<file path="config.mk">
export PLATFORM = sky130hd
export DESIGN_NAME = btn_conditioner
export DESIGN_NICKNAME = d
export VERILOG_FILES = /design/src/rtl/btn_conditioner.sv
export SDC_FILE = /design/constraint.sdc
export NUM_CORES = 1
export LEC_CHECK = 0
export ABC_AREA = 1
export CORE_MARGIN = 4
export CORE_UTILIZATION = 60
export DETAILED_ROUTE_END_ITERATION = 10
export PLACE_DENSITY = 0.76
export SYNTH_ARGS = -nofsm -noshare
export SYNTH_HDL_FRONTEND = slang
export SYNTH_SLANG_ARGS = --single-unit
</file>
<file path="constraint.sdc">
create_clock -name clk -period 2.89 [get_ports clk]
set_input_delay 0.7225 -clock clk [delete_from_list [all_inputs] [get_ports clk]]
set_output_delay 0.7225 -clock clk [all_outputs]
set_load 0.03 [all_outputs]
</file>
<file path="src/rtl/btn_conditioner.sv">
// -----------------------------------------------------------------------------
// btn_conditioner
//   Debounces five raw push-buttons and turns them into a held level plus
//   single-cycle strobes. A strobe fires when a press is accepted and, for
//   channels with auto-repeat enabled, periodically while the button is held.
//
// Ports
//   clk        : system clock, rising-edge active
//   reset      : asynchronous, active-low reset
//   btn_raw    : raw bouncing buttons, [0]=L [1]=R [2]=U [3]=D [4]=C
//   btn_level  : debounced button state, 1 = held (registered)
//   btn_pulse  : one-cycle press / auto-repeat strobes (registered)
// -----------------------------------------------------------------------------
module btn_conditioner #(
    parameter int unsigned DEBOUNCE_CYCLES = 1000000,
    parameter int unsigned REPEAT_DELAY    = 50000000,
    parameter int unsigned REPEAT_RATE     = 15000000,
    parameter logic [4:0]  REPEAT_EN       = 5'b01111
) (
    input  logic       clk,
    input  logic       reset,
    input  logic [4:0] btn_raw,
    output logic [4:0] btn_level,
    output logic [4:0] btn_pulse
);

    localparam int unsigned RMAX   = (REPEAT_DELAY > REPEAT_RATE) ? REPEAT_DELAY : REPEAT_RATE;
    localparam int unsigned DCNT_W = $clog2(DEBOUNCE_CYCLES + 1);
    localparam int unsigned RCNT_W = $clog2(RMAX + 1);

    localparam logic [DCNT_W-1:0] DC_LAST = DCNT_W'(DEBOUNCE_CYCLES - 1);
    localparam logic [RCNT_W-1:0] RD_LAST = RCNT_W'(REPEAT_DELAY - 1);
    localparam logic [RCNT_W-1:0] RR_LAST = RCNT_W'(REPEAT_RATE - 1);

    typedef enum logic [1:0] {
        IDLE            = 2'd0,
        CONFIRM_PRESS   = 2'd1,
        PRESSED         = 2'd2,
        CONFIRM_RELEASE = 2'd3
    } state_t;

    // Two-flop synchronizer; only sync_q is allowed to reach the FSMs.
    logic [4:0] sync_meta_q;
    logic [4:0] sync_q;

    always_ff @(posedge clk or negedge reset) begin
        if (!reset) begin
            sync_meta_q <= '0;
            sync_q      <= '0;
        end else begin
            sync_meta_q <= btn_raw;
            sync_q      <= sync_meta_q;
        end
    end

    for (genvar i = 0; i < 5; i++) begin : g_ch
        state_t            state_q, state_d;
        logic [DCNT_W-1:0] dcnt_q, dcnt_d;
        logic [RCNT_W-1:0] rcnt_q, rcnt_d;
        logic              first_q, first_d;  // next repeat uses REPEAT_DELAY
        logic              level_q, level_d;
        logic              pulse_q, pulse_d;

        always_comb begin
            state_d = state_q;
            dcnt_d  = dcnt_q;
            rcnt_d  = rcnt_q;
            first_d = first_q;
            level_d = level_q;
            pulse_d = 1'b0;

            case (state_q)
                IDLE: begin
                    level_d = 1'b0;
                    if (sync_q[i]) begin
                        state_d = CONFIRM_PRESS;
                        dcnt_d  = '0;
                    end
                end

                CONFIRM_PRESS: begin
                    if (!sync_q[i]) begin
                        state_d = IDLE;
                    end else if (dcnt_q == DC_LAST) begin
                        state_d = PRESSED;
                        pulse_d = 1'b1;
                        level_d = 1'b1;
                        rcnt_d  = '0;
                        first_d = 1'b1;
                    end else begin
                        dcnt_d = dcnt_q + 1'b1;
                    end
                end

                PRESSED: begin
                    if (!sync_q[i]) begin
                        state_d = CONFIRM_RELEASE;
                        dcnt_d  = '0;
                    end else if (REPEAT_EN[i]) begin
                        if (rcnt_q == (first_q ? RD_LAST : RR_LAST)) begin
                            pulse_d = 1'b1;
                            rcnt_d  = '0;
                            first_d = 1'b0;
                        end else begin
                            rcnt_d = rcnt_q + 1'b1;
                        end
                    end
                end

                CONFIRM_RELEASE: begin
                    // A glitch back to 1 returns to PRESSED silently and
                    // restarts the repeat schedule from the initial delay.
                    if (sync_q[i]) begin
                        state_d = PRESSED;
                        rcnt_d  = '0;
                        first_d = 1'b1;
                    end else if (dcnt_q == DC_LAST) begin
                        state_d = IDLE;
                        level_d = 1'b0;
                    end else begin
                        dcnt_d = dcnt_q + 1'b1;
                    end
                end

                default: begin
                    state_d = IDLE;
                    level_d = 1'b0;
                end
            endcase
        end

        always_ff @(posedge clk or negedge reset) begin
            if (!reset) begin
                state_q <= IDLE;
                dcnt_q  <= '0;
                rcnt_q  <= '0;
                first_q <= 1'b1;
                level_q <= 1'b0;
                pulse_q <= 1'b0;
            end else begin
                state_q <= state_d;
                dcnt_q  <= dcnt_d;
                rcnt_q  <= rcnt_d;
                first_q <= first_d;
                level_q <= level_d;
                pulse_q <= pulse_d;
            end
        end

        assign btn_level[i] = level_q;
        assign btn_pulse[i] = pulse_q;
    end

endmodule
</file>
==> flow_summary_export.csv, run 1 <==
group,metric,value,unit
timing,holdWs,0.1937,ns
worst_setup_path,slowest_delay,0.38,ns
worst_setup_path,crit_type,"reg2reg",
synth,ys.flop_type,"dfrtp_1",
cts,insertion_delay,0.55,ns
timing,finalCriticalPeriod,2.486,ns
synth,synth-edff-count,0,
synth,yosysTopAreaCell,"dfrtp_1",
floorplan,die-height,174.2,µm
global_route,grt_max_degree,87,
synth,syn_area_per_cell,6.496,µm²
routing,vias,16051,
synth,netlist_instances,2550,
floorplan,die_w,174.2,µm
pwr,power_density,655.2,nW/µm²
routing,firstDrtPassIters,6,
synth,ys_ff_latch,238,
pwr,p_leak,8.162,nW
synth,yosys.area.top_type_share,0.3535,
timing,setup_viol_count_final,0,
finish,antenna_cells,0,
synth,ys_top_cells_by_count,"nand2_1, nor2_1, inv_1",
run_status,status,"finished clean",
synth,async_reset_ff_frac,1.000,
global_route,globalRouteTotalUtil,0.2701,
pwr,ir_worst_vdd,0.0009506,V
global_route,grt_overflow,0,
timing,fin_crit_sh,0.8602,
worst_setup_path,crit_fanout,27,
worst_setup_path,slowest_stage,"dfrtp_1",
finish,syn_to_final_growth,8.316,%
routing,vias_per_cell,5.512,
timing,finalHoldViolations,0,
synth,synth.area.top_cells,"dfrtp_1, nand2_1, nor2_1, nand3_1, inv_1",
cts,clock_path_buffers,3,
worst_setup_path,critPathLaunchType,"flop",
worst_setup_path,path_cells,"inv_1 > ha_1 > nor2_2 > nand2_1 > a21oi_2 > nand2_4 > inv_4 > nand2_2 > inv_2 > nor2_1",
worst_setup_path,critPathCaptureType,"flop",
floorplan,initial_utilization,0.6129,
timing,rsz0062_at_grt,"no",
finish,fin_area,17940,µm²
worst_setup_path,required,3.32,ns
cts,post_cts_resized,0,
synth,syn_nets,2583,
worst_setup_path,arrival,2.92,ns
cts,cts_setup_buffers,0,
synth,synthDistinctLibCells,44,
place,hpwl,29.75,mm
routing,drc_errors,0,
finish,n_fill_cell,2451,
synth,synth.most_common_cell,"nand2_1",
place,place_area,16980,µm²
place,gp_congestion,0.9732,
timing,fin_skew,0.01237,ns
timing,relSlewSlack,0.2537,
worst_setup_path,critPathTopFamily,"simple AND/OR/NAND/NOR gates",
floorplan,die-area,30330,µm²
synth,yosysWarnings,0,
place,port_buffers,16,
global_route,grt_first_pass_wirelength,71.39,mm
worst_setup_path,cp_num_buf_inv,3,
global_route,antenna_found_initial,0,
global_route,grt_pass1_vias,15299,
cts,cts_hold_buf,0,
finish,drive_above_1_share,0.05329,
timing,tns,0,ns
timing,max_freq,402.3,MHz
cts,cts.clk_slew.worst_paths,0.06,ns
routing,routed_wl,41.09,mm
min_path,hold_class,"in2async",
timing,worstMarginPinSlew,1.112,ns
cts,numCtsBuffers,28,
synth,syn_area,16560,µm²
cts,clock-sinks,238,
cts,root_buffer,"clkbuf_16",
floorplan,ios,17,
routing,wl_per_cell,14.11,µm
timing,slew_violations,0,
job,cap_violations,0,
floorplan,core_area,27030,µm²
routing,ant_nets,0,
floorplan,rows,60,
synth,synth-seq-area-share,0.3598,
finish,finalNetCount,2583,
routing,drt_iter0_drc,1414,
cts,cts_tree,"yes",
cts,htreeDepth,1,
[registers in the layout, indices dropped and copies added, names as in the netlist, named ones only]
signal and flops:
sync_meta_q 5, g_ch.level_q 5, g_ch.pulse_q 5, g_ch.dcnt_q 100, g_ch.rcnt_q 104, sync_q 5, g_ch.first_q 4, g_ch.state_q 5
[path summary, 6_finish.rpt]
| kind | start | to | slack, ns | cells after the start |
|---|---|---|---|---|
| max in group asynchronous | reset | g_ch[3].rcnt_q[8] | 1.98 | 2 |
| min in group clk | sync_meta_q[3] | sync_q[3] | 0.35 | 0 |
| max reg2reg | flop | g_ch[3].rcnt_q[23] | 0.40 | 10 |
| max | flop | g_ch[3].rcnt_q[23] | 0.40 | 10 |
| min | reset | g_ch[2].dcnt_q[0] | 0.19 | 1 |
| min reg2reg | sync_meta_q[3] | sync_q[3] | 0.35 | 0 |
[through the flow]
| stage | cells | worst slack [ns] | power [mW] | utilization |
|---|---|---|---|---|
| after floorplan | 2550 | 0.9933 | 7.215 | - |
| after global placement | 2861 | 0.5659 | 7.966 | 0.6281 |
| after detailed placement | 2861 | 0.4138 | 8.084 | 0.6281 |
| after CTS | 2912 | 0.4076 | 11.80 | 0.6639 |
| after global routing | 2912 | 0.1644 | 12.50 | 0.6639 |
| final | 2912 | 0.4041 | 11.76 | 0.6639 |
[layout by cell type, fill, tap and decap left out, types with 5 or more instances in the layout]
master / Yosys / routed
buf_4: 14 / 20
o21ai_0: 108 / 108
clkinv_2: 1 / 7
o21bai_2: 7 / 7
nor2_2: 5 / 5
a21oi_1: 29 / 29
o22ai_1: 5 / 5
nor3_1: 80 / 80
nand2_4: 5 / 5
xor2_1: 56 / 56
clkdlybuf4s50_1: 0 / 15
o21ai_2: 5 / 5
dfrtp_1: 234 / 234
xnor2_1: 12 / 12
nand2_2: 12 / 12
nand4_1: 106 / 106
clkbuf_16: 0 / 29
clkbuf_8: 0 / 6
nor2_4: 5 / 5
inv_2: 12 / 12
ha_1: 26 / 26
inv_1: 293 / 293
o31ai_1: 5 / 5
nand3_1: 227 / 227
o21ai_1: 35 / 35
nor2_1: 369 / 369
nand3b_1: 6 / 6
nand2_1: 814 / 814
[where the power goes]
group | switching (mW) | total (mW) | internal, mW
Clock | 1.43 | 3.67 | 2.25
Sequential | 0.337 | 3.93 | 3.60
Combinational | 3.05 | 4.15 | 1.09
Total | 4.82 | 11.8 | 6.94
[layer usage]
layer | GRT usage | up-vias | routed length (µm) | part of all wire
li1 | - | 8114 | - | -
met4 | 0.07423 | 0 | 1047 | 0.025
met3 | 0.02849 | 81 | 2098 | 0.051
met2 | 0.4462 | 450 | 18980 | 0.46
met1 | 0.3815 | 7406 | 18960 | 0.46
met5 | 0 | - | 0 | 0
[cells by family after synthesis]
group	count (synthesis)	share of synthesized area
and+or+nand+nor	1634	0.4197
buffers and inverters	380	0.09532
DFF	238	0.3598
AOI/OAI and AO/OA	204	0.06957
xor gates and xnor gates	68	0.03595
adders and majority gates	26	0.01964
[layout make-up]
class,instances,area [µm²],area share
clock buffer,39,823.3,0.04589
clock inverter,12,143.9,0.008020
inverter,310,1167,0.06506
multi-input combinational,1932,9025,0.5030
sequential,238,5961,0.3322
tap,341,426.7,0.02378
timing repair buffer,40,395.4,0.02204
Note: power is estimated with default switching activity, not from simulation.
==> inputs of run 2 (changes only) <==
Settings changed: SKIP_LAST_GASP set to 1.
==> results of run 2 <==
Final layout, timing and power as in run 1 (identical DEF).
==> inputs of run 3 (changes only) <==
Settings changed: CORE_UTILIZATION 60 to 40, CTS_BUF_LIST set to sky130_fd_sc_hd__clkbuf_4 sky130_fd_sc_hd__clkbuf_8, PLACE_DENSITY 0.76 to not set, SLEW_MARGIN set to 20.
==> flow_summary_export.csv, run 3 (synthesis results as in run 1) <==
group,metric,value,unit
global_route,grt_pass1_vias,14885,
run_status,status,"finished clean",
cts,root_buffer,"clkbuf_8",
timing,fin_crit_sh,0.8619,
worst_setup_path,ff2ff_setup_slack,0.40,ns
place,port_buffers,16,
place,place_ws,0.4186,ns
timing,rsz0062_at_grt,"no",
job,cap_violations,0,
cts,clock_path_buffers,3,
worst_setup_path,critPathLaunchType,"flop",
floorplan,ios,17,
min_path,hold_class,"reg2reg",
worst_setup_path,reg2reg_from,"g_ch[3].dcnt_q[0]",
pwr,ir_worst_vdd,0.0003431,V
floorplan,die-height,211.5,µm
floorplan,rows,74,
timing,fin_ws,0.3992,ns
pwr,power_density,644.8,nW/µm²
cts,clock-sinks,238,
place,gp_congestion,0.9247,
finish,largest_register_ffs,104,
routing,firstDrtPassIters,5,
cts,cts_tree,"yes",
global_route,grt.busiest_layer,"met2",
finish,drive_above_1_share,0.06361,
cts,cts_setup_buffers,0,
global_route,grt_max_degree,58,
cts,insertion_delay,0.62,ns
floorplan,die_w,211.5,µm
finish,regMostFlops,"g_ch.rcnt_q",
finish,final_cell_mix,"nand2_1, nor2_1, inv_1, dfrtp_1, nand3_1",
timing,finalCriticalPeriod,2.491,ns
timing,tns,0,ns
routing,ant_nets,0,
global_route,gr-usage-met3,0.03468,
global_route,grt_overflow,0,
worst_setup_path,startpoint,"g_ch[3].dcnt_q[0]",
routing,drt_iter0_drc,1218,
timing,slew_violations,0,
finish,finalNetCount,2598,
cts,cts.clk_slew.worst_paths,0.06,ns
timing,finalHoldViolations,0,
global_route,grt_first_pass_wirelength,73.07,mm
cts,numCtsBuffers,47,
finish,final_common_cell,"nand2_1",
cts,htreeDepth,2,
timing,worstMarginPinSlew,0.8513,ns
routing,wl_per_cell,13.68,µm
routing,drc_errors,0,
worst_setup_path,arrival,2.99,ns
timing,fin_skew,0.01912,ns
global_route,antenna_found_initial,1,
global_route,globalRouteTotalUtil,0.1915,
routing,routed_wl,42.78,mm
worst_setup_path,crit_type,"reg2reg",
worst_setup_path,worstReg2RegEnd,"g_ch[3].rcnt_q[21]",
worst_setup_path,required,3.39,ns
routing,vias_per_cell,5.094,
finish,top_regs,"g_ch.rcnt_q: 104 flops, g_ch.dcnt_q: 100 flops",
place,hpwl,30.52,mm
floorplan,die-area,44730,µm²
pwr,p_leak,8.170,nW
timing,holdWs,0.3418,ns
floorplan,core_area,40920,µm²
global_route,met2_usage,0.3054,
routing,vias,15929,
timing,max_freq,401.5,MHz
worst_setup_path,r2r_cells,12,
timing,setup_viol_count_final,0,
floorplan,initial_utilization,0.4048,
worst_setup_path,crit_fanout,27,
finish,syn_to_final_growth,9.661,%
global_route,grtUsageMet1,0.2715,
timing,relSlewSlack,0.4324,
worst_setup_path,critical_path.endpoint,"g_ch[3].rcnt_q[21]",
worst_setup_path,critPathCaptureType,"flop",
-- run 3: changes by cell type in the layout (fill, tap and decap cells not counted), sizes merged --
cell,previous run,this run
clkbuf,39,73
dlygate4sd3,0,1
buf,25,20
clkinv,11,5
clkinvlp,2,3
diode,0,1
bufinv,3,1
-- run 3: how the worst min path moves through the flow --
stage                     slack, ns  cells past startpoint   endpoint            from
after floorplan                0.33                      0  sync_q[0]  sync_meta_q[0]
after global placement         0.33                      0  sync_q[3]  sync_meta_q[3]
after detailed placement       0.33                      0  sync_q[4]  sync_meta_q[4]
after CTS                      0.35                      0  sync_q[4]  sync_meta_q[4]
after global routing           0.35                      0  sync_q[4]  sync_meta_q[4]
final                          0.34                      0  sync_q[0]  sync_meta_q[0]
-- run 3: per-layer routing --
layer | vias to the layer above | part of all wire
met5 | - | 0
met4 | 0 | 0.017
met3 | 59 | 0.054
met2 | 391 | 0.45
met1 | 7327 | 0.48
li1 | 8152 | -
-- run 3: worst max-delay path, stage by stage (launching register included) --
cell and delay [ns]:
dfrtp_1 0.44, ha_1 0.28, nand2_1 0.13, nor2_4 0.14, nand2_2 0.11, nor2_2 0.11
nand2_1 0.13, nand2_4 0.13, nand2_4 0.19, inv_4 0.30, nand2_2 0.20, inv_2 0.14
nor2_1 0.06
-- run 3: per-stage QoR --
step	std cells	utilization	power, mW	area [µm²]
after global placement	3047	0.4194	8.123	17160
after global routing	3127	0.4439	12.60	18160
after floorplan	2550	-	7.215	16560
final	3127	0.4439	11.71	18160
after detailed placement	3047	0.4194	8.181	17160
after CTS	3126	0.4436	11.90	18150
-- run 3: timing repair --
item | in CTS | in global routing
resized for setup | 0 | 0
hold endpoints to repair | 21 | 0
hold buffers | 1 | 0
-- run 3: final cells by class --
type	count	area, µm²
Tap cell	532	665.6
Clock inverter	5	57.56
Antenna cell	1	2.502
Multi-Input combinational cell	1932	9032
Sequential cell	238	5961
Timing Repair Buffer	36	355.3
Clock buffer	73	923.4
Inverter	310	1167
Fill cell	4265	22760
-- run 3: power by group --
part	switching, mW	internal, mW
registers	0.335	3.60
logic	3.08	1.11
clock network	1.49	2.10
